## src/rtl/tipi_rpi_shifter.sv

```systemverilog
// Byte-wide register shifter between a host and the TIPI TI-side latch chain.
// Optional macro TIPI_SHIFTER_DIN_SYNC_EN adds a 2-flop synchronizer on r_din (requires CLK_DIV >= 3).
module tipi_rpi_shifter #(
  parameter int CLK_DIV = 4
) (
  input  logic       clk,
  input  logic       reset_n,
  input  logic       start,
  input  logic       op_write,
  input  logic       sel_ctrl,
  input  logic [7:0] wdata,
  output logic [7:0] rdata,
  output logic       busy,
  output logic       done,
  output logic       r_clk,
  output logic       r_le,
  output logic       r_dc,
  output logic       r_rt,
  output logic       r_dout,
  input  logic       r_din
);

  typedef enum logic [2:0] {IDLE, SETUP, LOAD, LOW, HIGH, LATCH, DONE} state_t;

  localparam logic [7:0] TICK_LAST = 8'(CLK_DIV - 1);

  state_t     state;
  logic [7:0] tick;
  logic [2:0] bit_cnt;
  logic [2:0] bit_nxt;
  logic       wr_q;
  logic [7:0] wdata_q;
  logic [7:0] rx_sh;
  logic       din_s;
  logic       tick_end;

  assign tick_end = (tick == TICK_LAST);
  assign bit_nxt  = bit_cnt + 3'd1;

`ifdef TIPI_SHIFTER_DIN_SYNC_EN
  logic [1:0] din_sync;
  always_ff @(posedge clk or negedge reset_n) begin
    if (!reset_n) din_sync <= 2'b00;
    else          din_sync <= {din_sync[0], r_din};
  end
  assign din_s = din_sync[1];
`else
  assign din_s = r_din;
`endif

  always_ff @(posedge clk or negedge reset_n) begin
    if (!reset_n) begin
      state   <= IDLE;
      tick    <= 8'd0;
      bit_cnt <= 3'd0;
      wr_q    <= 1'b0;
      wdata_q <= 8'h00;
      rx_sh   <= 8'h00;
      rdata   <= 8'h00;
      busy    <= 1'b0;
      done    <= 1'b0;
      r_clk   <= 1'b0;
      r_le    <= 1'b0;
      r_dc    <= 1'b0;
      r_rt    <= 1'b0;
      r_dout  <= 1'b0;
    end else begin
      // Every timed state runs T cycles; the counter wraps on the state boundary.
      if (state != IDLE && state != DONE)
        tick <= tick_end ? 8'd0 : tick + 8'd1;

      case (state)
        IDLE: begin
          if (start) begin
            state   <= SETUP;
            busy    <= 1'b1;
            wr_q    <= op_write;
            wdata_q <= wdata;
            r_rt    <= ~op_write;
            r_dc    <= sel_ctrl;
            r_clk   <= 1'b0;
            r_le    <= 1'b0;
            if (op_write) r_dout <= wdata[7];
            tick    <= 8'd0;
            bit_cnt <= 3'd0;
          end
        end
        SETUP: begin
          if (tick_end) begin
            if (wr_q) begin
              state <= LOW;
            end else begin
              state <= LOAD;
              r_le  <= 1'b1;
            end
          end
        end
        LOAD: begin
          if (tick_end) begin
            state <= LOW;
            r_le  <= 1'b0;
          end
        end
        LOW: begin
          if (tick_end) begin
            state <= HIGH;
            r_clk <= 1'b1;
            // Bit i lands in position 7-i, i.e. MSB first.
            if (!wr_q) rx_sh[~bit_cnt] <= din_s;
          end
        end
        HIGH: begin
          if (tick_end) begin
            r_clk <= 1'b0;
            if (bit_cnt == 3'd7) begin
              if (wr_q) begin
                state <= LATCH;
                r_le  <= 1'b1;
              end else begin
                state <= DONE;
                done  <= 1'b1;
                rdata <= rx_sh;
              end
            end else begin
              state   <= LOW;
              bit_cnt <= bit_nxt;
              if (wr_q) r_dout <= wdata_q[~bit_nxt];
            end
          end
        end
        LATCH: begin
          if (tick_end) begin
            state <= DONE;
            r_le  <= 1'b0;
            done  <= 1'b1;
          end
        end
        DONE: begin
          state   <= IDLE;
          done    <= 1'b0;
          busy    <= 1'b0;
          bit_cnt <= 3'd0;
        end
        default: state <= IDLE;
      endcase
    end
  end

endmodule

```

## config.mk

```make
export PLATFORM = sky130hd
export DESIGN_NAME = tipi_rpi_shifter
export DESIGN_NICKNAME = d
export VERILOG_FILES = /design/src/rtl/tipi_rpi_shifter.sv
export SDC_FILE = /design/constraint.sdc
export NUM_CORES = 1
export LEC_CHECK = 0
export CORE_MARGIN = 2
export CORE_UTILIZATION = 60
export DETAILED_ROUTE_END_ITERATION = 10
export PLACE_DENSITY = 0.95
export SETUP_SLACK_MARGIN = 0.4
export SLEW_MARGIN = 20
export SYNTH_ARGS = -nofsm -noshare
export SYNTH_HDL_FRONTEND = slang
export SYNTH_SLANG_ARGS = --single-unit
```

## constraint.sdc

```tcl
create_clock -name clk -period 4.8 [get_ports clk]
set_input_delay 0.72 -clock clk [delete_from_list [all_inputs] [get_ports clk]]
set_output_delay 0.72 -clock clk [all_outputs]
set_load 0.01 [all_outputs]
```

==> results of run 1 <==
## synthesized netlist by cell type (4+ instances only)
cell type / instances
dfrtp_1: 46
mux2_2: 16
nor2_1: 13
o21ai_0: 12
mux2_1: 9
nand2_1: 9
inv_1: 7
xor2_1: 7
nand2b_1: 6
o31ai_1: 6
a21o_1: 5
a31oi_1: 5
buf_2: 5
a21oi_1: 4
clkbuf_1: 4
mux2i_1: 4
nor4_1: 4
## logic make-up (layout without fill, tap and decap cells)
group,count (synthesis),in the layout,share of synthesized area
buf+inv,21,45,0.0366
mux,30,30,0.142
xor+xnor,7,7,0.0252
flops,46,46,0.474
simple gates,59,59,0.155
fa+ha+maj,3,3,0.0155
compound gates,52,52,0.153
## registers in the layout, summed over array words and instances, names as in the netlist, 3 cells and up
name	flops
bit_cnt	3
rdata	8
rx_sh	8
state	3
tick	8
wdata_q	8
## critical path, delay by kind of cell, from the launching register on
kind,cells,cell delay [ps]
simple gates,2,760
mux,1,380
flops,1,420
compound gates,1,510
fa+ha+maj,1,230
## layer usage
| layer | routed length (µm) | up-vias | track usage | share of wire |
|---|---|---|---|---|
| met5 | 0 | - | 0 | 0 |
| met4 | 71 | 0 | 0.0791 | 0.016 |
| met3 | 205 | 7 | 0.0617 | 0.045 |
| met2 | 2190 | 49 | 0.347 | 0.48 |
| met1 | 2090 | 877 | 0.310 | 0.46 |
| li1 | - | 851 | - | - |
## where the power goes
part | switching [mW] | total, mW | internal (mW)
Sequential | 0.169 | 0.666 | 0.497
Clock | 0.130 | 0.286 | 0.155
Combinational | 0.264 | 0.569 | 0.305
Total | 0.563 | 1.52 | 0.958
## metrics by stage
| stage | hold WS, ps | power, mW | util |
|---|---|---|---|
| after detailed placement | 475 | 1.23 | 0.689 |
| after floorplan | 424 | 1.07 | - |
| final | 402 | 1.52 | 0.717 |
| after global placement | 465 | 1.20 | 0.689 |
| after CTS | 495 | 1.52 | 0.717 |
| after global routing | 454 | 1.62 | 0.717 |
## final timing paths
check,startpoint,endpoint,slack (ps),cells past startpoint
min in group clk,rx_sh[4],rdata[4],490,1
max in group asynchronous,reset_n,rdata[5],4010,1
worst max-delay path,tick[1],r_dout,2380,5
worst max register to register,tick[1],r_dout,2380,5
worst min-delay path,reset_n,tick[2],400,1
worst min register to register,rx_sh[4],rdata[4],490,1
## cell type report
cell class / instances / area, µm² / share of cell area
timing repair buffer: 29 / 285 / 0.101
clock buffer: 6 / 72.6 / 0.0257
tap: 50 / 62.6 / 0.0221
clock inverter: 2 / 37.5 / 0.0133
sequential: 46 / 1150 / 0.407
multi-input combinational: 151 / 1190 / 0.420
inverter: 8 / 30.0 / 0.0106
==> key figures, run 1 <==
Run status
  – Status: finished, final reports clean

Routing
  – Drt wl/cell: 15.6 µm
  – Routed WL: ~4600 µm
  – DRC violations left: 0
  – Routed vias: 1784
  – ANT nets after route: 0
  – Drt initial violations: 86
  – DRT Pass-1 Iters: 4
  – Post-DR vias/cell: 6.11

STA
  – Fmax: 0.413 GHz
  – Final period demand of the worst path: 2420 ps
  – Setup WS post-layout: 2380 ps
  – Max-slew violation count: 0
  – Fin Setup TNS: 0 ps
  – Worst-margin pin slew: 834 ps
  – Unrepaired setup endpoints after global routing: false
  – Period Utilization, post-route: 0.505
  – Endpoints failing setup: 0
  – Max transition margin: 0.444
  – Final-report hold violation count: 0
  – Worst Clk Skew: 4.90 ps

Clocking
  – H-tree level count: 2
  – Post-CTS resize count: 0
  – CTS Buf Count: 5
  – Clock slew at reported path FFs: approximately 80 ps
  – Root Driver: clkbuf_8
  – Clock sink count: 46
  – Skew-Pair Late Insertion Delay: ~300 ps
  – CTS max path bufs: 2
  – Hold Buf Count CTS: 0
  – CTS tree: done
  – Post-CTS Setup Inserts: 0

Finish
  – Layout cells sized above 1: 0.132
  – Fin nets: 258
  – Non-Filler Instances: 292
  – Final instance area: 2830 µm²
  – Most common cell after layout, fill and taps aside: dfrtp_1
  – Area Growth Syn to Fin: 16.4%
  – Commonest non-fill, non-tap cells in the layout: 46 x dfrtp_1, 27 x clkdlybuf4s50_1, 16 x mux2_2
  – Layout filler cell count: 285
  – Antenna diode count: 0

Floorplan
  – Row count: 23
  – Die Y: 67.6 µm
  – Starting density of the core: 0.616
  – Die Area: 4570 µm²
  – Core footprint: 3940 µm²
  – Die Span X: between 60 and 70 µm
  – Ports: 29

GRT
  – Largest net degree at the start of global routing: 47
  – GRT Total Usage: 0.226
  – Initial antenna violation count: 0
  – Global route overflow: 0
  – First-pass GRT wire length: about 8000 µm
  – Vias in the first global route: 1685

Placement
  – DP Area: about 2700 µm²
  – GPL Wtd Cong: 0.823
  – Dpl ws: roughly 2400 ps
  – Placed insts: 284
  – Buffers on Ports: 28
  – Detailed Place HPWL: 3160 µm

Synth
  – Synth top area share: 0.474
  – Yosys cell types: 54
  – Synth Area per Inst: 11.1 µm²
  – Yosys warnings: 0
  – Net count after synthesis: 235
  – Asr flop ratio synth: 1.00
  – Mapped cell area: 2430 µm²
  – Synthesized instance count: 218
  – Post-synth EDFFs: 0
  – Number of synthesized register bits: 46
  – Seq/Total Area, Yosys: 0.474
  – Cell taking the most area after synthesis: dfrtp_1
  – Area contributors post-synth: dfrtp_1 47%, mux2_2 7.4%, mux2_1 4.2%, xor2_1 2.5%, o21ai_0 2.5%
  – Most used DFF post-synth: dfrtp_1

Setup path
  – CP Launch Type: flop
  – Max FO, Critical Path: 11
  – CP Cell Sequence: ha_1 > nor3b_2 > nand2_1 > a2111oi_2 > mux2_2
  – Crit. End Element: flop
  – Critical setup path kind: reg -> reg
  – Worst Path Arrival: 2610 ps
  – Worst stage delay on the critical path: ~510 ps
  – Slowest cell on crit path: a2111oi_2
  – Required time of the critical path: roughly 5000 ps

Power
  – Maximum VDD drop: about 390 µV
  – Pwr per Cell Area: ~540 nW/µm²
  – Leakage: 1.22 nW

Job
  – Maxcap violations: 0

Min path
  – Worst min path class: in -> async
Note: power is estimated with default switching activity, not from simulation.
==> run 2, diff against run 1 <==
Settings changed: CORE_UTILIZATION 60 to 55, PLACE_DENSITY 0.95 to 0.89.
Clock period 4.8 ns to 2.4 ns, I/O delays scaled along.
==> run 2 against run 1 <==
  * Final cell count rose by 6.2%
  * Combinational power increased to 2.6 times the previous value
  * Sequential power is 89% higher
  * Non-clock buffer count up 16
  * Critical endpoint unchanged
  * Largest cell class unchanged
  * Die area up 8.5%
  * Highest routed layer unchanged
  * Worst hold slack better by 88 ps
  * Sequential share of layout area fell by 2.9 points
  * Sequential cell count did not move
==> key figures, run 2 (synthesis gave the netlist of run 1 again) <==
STA
  – Final period demand of the worst path: 1970 ps
  – Max-slew violation count: 0
  – Fmax: 0.507 GHz
  – Max transition margin: 0.672
  – Worst-margin pin slew: 491 ps
  – Unrepaired setup endpoints after global routing: false
  – Endpoints failing setup: 0
  – Worst Clk Skew: between 7 and 8 ps
  – Fin Setup TNS: 0 ps
  – Period Utilization, post-route: 0.822
  – Setup WS post-layout: approximately 430 ps
  – Hold_ws: 490 ps
  – Final-report hold violation count: 0

Clocking
  – Clock slew at reported path FFs: 80 ps
  – Root Driver: clkbuf_8
  – CTS max path bufs: 2
  – Skew-Pair Late Insertion Delay: 300 ps
  – H-tree level count: 2
  – Clock sink count: 46
  – CTS Buf Count: 5
  – CTS tree: done

Floorplan
  – Ports: 29
  – Die Span X: 70.5 µm
  – Die Area: 4960 µm²
  – Die Y: 70.5 µm
  – Core footprint: 4290 µm²
  – Starting density of the core: 0.566
  – Row count: 24

GRT
  – Vias in the first global route: between 1500 and 2000
  – Global route overflow: 0
  – GRT Total Usage: 0.218
  – First-pass GRT wire length: 8560 µm
  – Initial antenna violation count: 0
  – Largest net degree at the start of global routing: 30

Setup path
  – Reg2Reg Depth: 6
  – Max FO, Critical Path: 11
  – R2R Path End: r_dout
  – Worst R2R Start: tick[1]
  – Critical path endpoint: r_dout
  – Worst Path Arrival: approximately 2200 ps
  – CP Cell Sequence: ha_2 > nor3b_4 > buf_4 > nand2_4 > a2111oi_4 > mux2_2
  – R2R setup slack: 430 ps
  – Buf+Inv Stages, Crit Path: 1
  – Worst stage delay on the critical path: between 400 and 500 ps
  – CP startpoint: tick[1]
  – Slowest cell on crit path: dfrtp_1
  – Crit-path leading delay family: flip-flops
  – CP Launch Type: flop
  – Critical setup path kind: reg -> reg
  – Critical path depth: 6
  – Required time of the critical path: 2590 ps
  – Crit. End Element: flop

Finish
  – Layout cells sized above 1: 0.229
  – Most common cell after layout, fill and taps aside: dfrtp_1
  – Fin nets: ~270
  – Area of the multi-input gates: 1270 µm²
  – Sequential cell area: around 1200 µm²
  – Layout filler cell count: roughly 300
  – Commonest non-fill, non-tap cells in the layout: 45 x dfrtp_1, 27 x clkdlybuf4s50_1, 16 x mux2_2
  – Antenna diode count: 0
  – Fin util: 0.709
  – Non-Filler Instances: between 300 and 400
  – Area Growth Syn to Fin: 25.3%

Power
  – Clock power share: 0.170
  – Pwr per Cell Area: 1090 nW/µm²
  – Sw frac: 0.376
  – Net Sw Power: 1.25 mW
  – Leakage: 1.32 nW
  – Maximum VDD drop: between 800 and 900 µV
  – Seq pwr share: 0.379
  – Pint: 2.08 mW
  – Logic pwr share: 0.451

Run status
  – Status: finished, final reports clean

Min path
  – Worst min path class: reg -> reg

Routing
  – ANT nets after route: 0
  – Drt initial violations: 102
  – Routed WL: 5340 µm
  – Routed vias: 1922
  – DRC violations left: 0
  – Post-DR vias/cell: between 6 and 7
  – Drt wl/cell: 17.2 µm
  – DRT Pass-1 Iters: 6

Placement
  – Buffers on Ports: 28
  – Placed insts: 295
  – Detailed Place HPWL: 3450 µm
  – GPL Wtd Cong: between 0.8 and 0.9
  – Dpl ws: 275 ps

Job
  – Maxcap violations: 0
## run 2: worst min path at each step
stage	startpoint	end	slack, ps	cells after the start
global placement	reset_n	wdata_q[1]	290	1
finish	rx_sh[6]	rx_sh[6]	490	1
global route	rx_sh[6]	rx_sh[6]	510	1
CTS	rx_sh[5]	rx_sh[5]	490	1
detailed placement	reset_n	wdata_q[1]	300	1
floorplan	reset_n	bit_cnt[0]	60	0
## run 2: timing repair
action | in CTS | in global routing
setup buffers | 2 | 4
hold endpoints to repair | 17 | 0
setup endpoints to repair | 15 | 17
resized for setup | 4 | 12
pin swaps | 1 | 2
hold buffers | 1 | 0
## run 2: cell type report
type / count / area share
inverters: 8 / 0.00986
well taps: 52 / 0.0214
flip-flops and latches: 46 / 0.379
multi-input cells: 151 / 0.417
clock buffers: 6 / 0.0238
clock inverters: 2 / 0.0123
repair buffers: 45 / 0.137
## run 2: per-stage QoR
stage,area [µm²],total power [mW]
4_1_cts,2960,3.19
6_report,3040,3.33
3_5_place_dp,2800,2.55
3_3_place_gp,2800,2.50
2_1_floorplan,2430,2.15
5_1_grt,3040,3.53
## run 2: power by group through the flow
stage	Sequential [mW]	Clock (mW)	Combinational [mW]
after detailed placement	1.25	0	1.30
after CTS	1.25	0.578	1.37
after global placement	1.24	0	1.27
final	1.26	0.566	1.50
after floorplan	1.18	0	0.963
after global routing	1.29	0.610	1.62
## run 2: per-layer routing
metal | GRT usage | share of wire | vias up
li1 | - | - | 890
met5 | 0 | 0 | -
met3 | 0.0476 | 0.058 | 17
met1 | 0.289 | 0.43 | 943
met2 | 0.351 | 0.49 | 72
met4 | 0.0791 | 0.020 | 0
==> run 3, diff against run 2 <==
Clock period 2.4 ns to 2.1 ns, I/O delays scaled along.
==> run 3 against run 2 <==
  * Setup slack got worse by 200 ps
  * Via count up 7.3%
  * Fmax up 5.1%
  * Sequential share of layout area decreased by 4.3 points
  * Sequential cell count is the same
  * Worst hold slack got worse by 420 ps
  * Total power up 29%
  * Critical endpoint is now state[2]
  * Highest routed layer unchanged
==> key figures, run 3 (synthesis gave the netlist of run 1 again) <==
Finish
  – Fin util: 0.803
  – Fin nets: 297
  – Most common cell after layout, fill and taps aside: dfrtp_1
  – Layout cells sized above 1: 0.384
  – Area Growth Syn to Fin: 42.0%
  – Antenna diode count: 0
  – Commonest non-fill, non-tap cells in the layout: 40 x dfrtp_1, 28 x buf_4, 27 x clkdlybuf4s50_1

Setup path
  – Critical setup path kind: reg -> reg
  – R2R Path End: state[2]
  – CP Launch Type: flop
  – Required time of the critical path: 2350 ps
  – Worst Path Arrival: 2120 ps
  – Crit. End Element: flop
  – Worst R2R Start: tick[1]
  – R2R setup slack: 220 ps
  – Max FO, Critical Path: 5
  – Reg2Reg Depth: 7

STA
  – Unrepaired setup endpoints after global routing: true
  – Fmax: 0.532 GHz
  – Period Utilization, post-route: 0.895
  – Final-report hold violation count: 0
  – Endpoints failing setup: 0
  – Max transition margin: 0.507
  – Max-slew violation count: 0
  – Worst Clk Skew: 7.64 ps
  – Worst-margin pin slew: about 740 ps
  – Final period demand of the worst path: 1880 ps
  – Fin Setup TNS: 0 ps

GRT
  – Global route overflow: 0
  – Largest net degree at the start of global routing: 35
  – First-pass GRT wire length: approximately 9100 µm
  – Vias in the first global route: 1924
  – Initial antenna violation count: 0
  – GRT Total Usage: 0.229

Placement
  – Detailed Place HPWL: 3600 µm
  – Buffers on Ports: 28
  – GPL Wtd Cong: 0.907

Routing
  – DRC violations left: 0
  – Routed vias: 2063
  – Post-DR vias/cell: about 6.2
  – DRT Pass-1 Iters: 4
  – ANT nets after route: 0
  – Drt initial violations: 161
  – Drt wl/cell: between 15 and 20 µm
  – Routed WL: 6470 µm

Run status
  – Status: finished, final reports clean

Floorplan
  – Die Area: 4960 µm²
  – Die Y: 70.5 µm
  – Die Span X: about 70 µm
  – Row count: 24
  – Core footprint: 4290 µm²
  – Ports: 29
  – Starting density of the core: 0.566

Power
  – Leakage: 1.50 nW
  – Pwr per Cell Area: 1240 nW/µm²
  – Net Sw Power: about 1.6 mW
  – Logic pwr share: 0.532
  – Seq pwr share: 0.339
  – Maximum VDD drop: 924 µV
  – Sw frac: 0.384
  – Clock power share: 0.129
  – Pint: 2.64 mW

Job
  – Maxcap violations: 0

Clocking
  – CTS tree: done
  – CTS Buf Count: 5
  – Root Driver: clkbuf_8
  – H-tree level count: 2
  – Clock slew at reported path FFs: roughly 80 ps
  – Skew-Pair Late Insertion Delay: ~310 ps
  – Hold Buf Count CTS: 0
  – Clock sink count: 46
  – CTS max path bufs: 2

Min path
  – Worst min path class: in -> async
==> run 3: changes by cell type in the layout (fill, tap and decap cells not counted), moves of 4 or more <==
cell / previous run / this run
buf_4: 15 / 28
dfrtp_1: 45 / 40
dfrtp_2: 1 / 6
mux2_1: 9 / 0
mux2_2: 16 / 10
mux2_4: 0 / 15
nor4_2: 4 / 0
nor4_4: 1 / 5
==> run 3: power groups by stage <==
| stage | logic, mW | registers [mW] | clock network [mW] |
|---|---|---|---|
| global placement | 1.55 | 1.42 | 0 |
| detailed placement | 1.61 | 1.44 | 0 |
| CTS | 1.78 | 1.41 | 0.562 |
| finish | 2.28 | 1.46 | 0.554 |
| global route | 2.43 | 1.49 | 0.603 |
| floorplan | 1.18 | 1.36 | 0 |
==> run 3: what timing repair did <==
item,CTS,global route
endpoints found under the hold margin,0,0
gates cloned,0,4
resized for setup,12,37
pin swaps,5,5
setup endpoints to repair,39,41
setup buffers,7,15
==> run 3: cell type report <==
class / instances / area, µm²
Clock buffer: 7 / 86.3
Fill cell: 235 / 846
Inverter: 8 / 31.3
Timing Repair Buffer: 68 / 674
Sequential cell: 46 / 1160
Multi-Input combinational cell: 151 / 1430
Tap cell: 52 / 65.1
Clock inverter: 1 / 5.00
==> run 3: how the worst max path moves through the flow <==
stage | endpoint | from | cells past startpoint | slack (ps)
floorplan | r_dout | bit_cnt[1] | 6 | 310
detailed placement | r_dout | start | 5 | 170
finish | state[2] | tick[1] | 7 | 220
global placement | r_dout | start | 5 | 210
global route | state[2] | tick[1] | 7 | 180
CTS | r_dout | bit_cnt[0] | 6 | 290
==> run 3: metrics by stage <==
step                hold WS [ps]  setup WS, ps  total power [mW]  instance area (µm²)  std cells
floorplan                   19.4           308              2.55                 2530        218
global placement             420           210              2.97                 2910        299
detailed placement           431           166              3.05                 2910        299
CTS                          109           288              3.75                 3090        314
global route                 143           183              4.52                 3450        333
finish                      66.9           221              4.29                 3450        333
==> run 3: critical path, stage by stage, from the launching register on <==
cell and delay [ps]:
dfrtp_1 410, ha_4 160, nor3b_4 300, nand2_2 180
clkbuf_16 200, buf_4 130, o21ai_0 270, a21o_1 160
==> run 3: metal layers <==
| layer | GRT usage | share of wire | up-vias |
|---|---|---|---|
| li1 | - | - | 932 |
| met1 | 0.309 | 0.40 | 1017 |
| met2 | 0.374 | 0.51 | 98 |
| met3 | 0.0534 | 0.059 | 16 |
| met4 | 0.0556 | 0.025 | 0 |
| met5 | 0 | 0 | - |
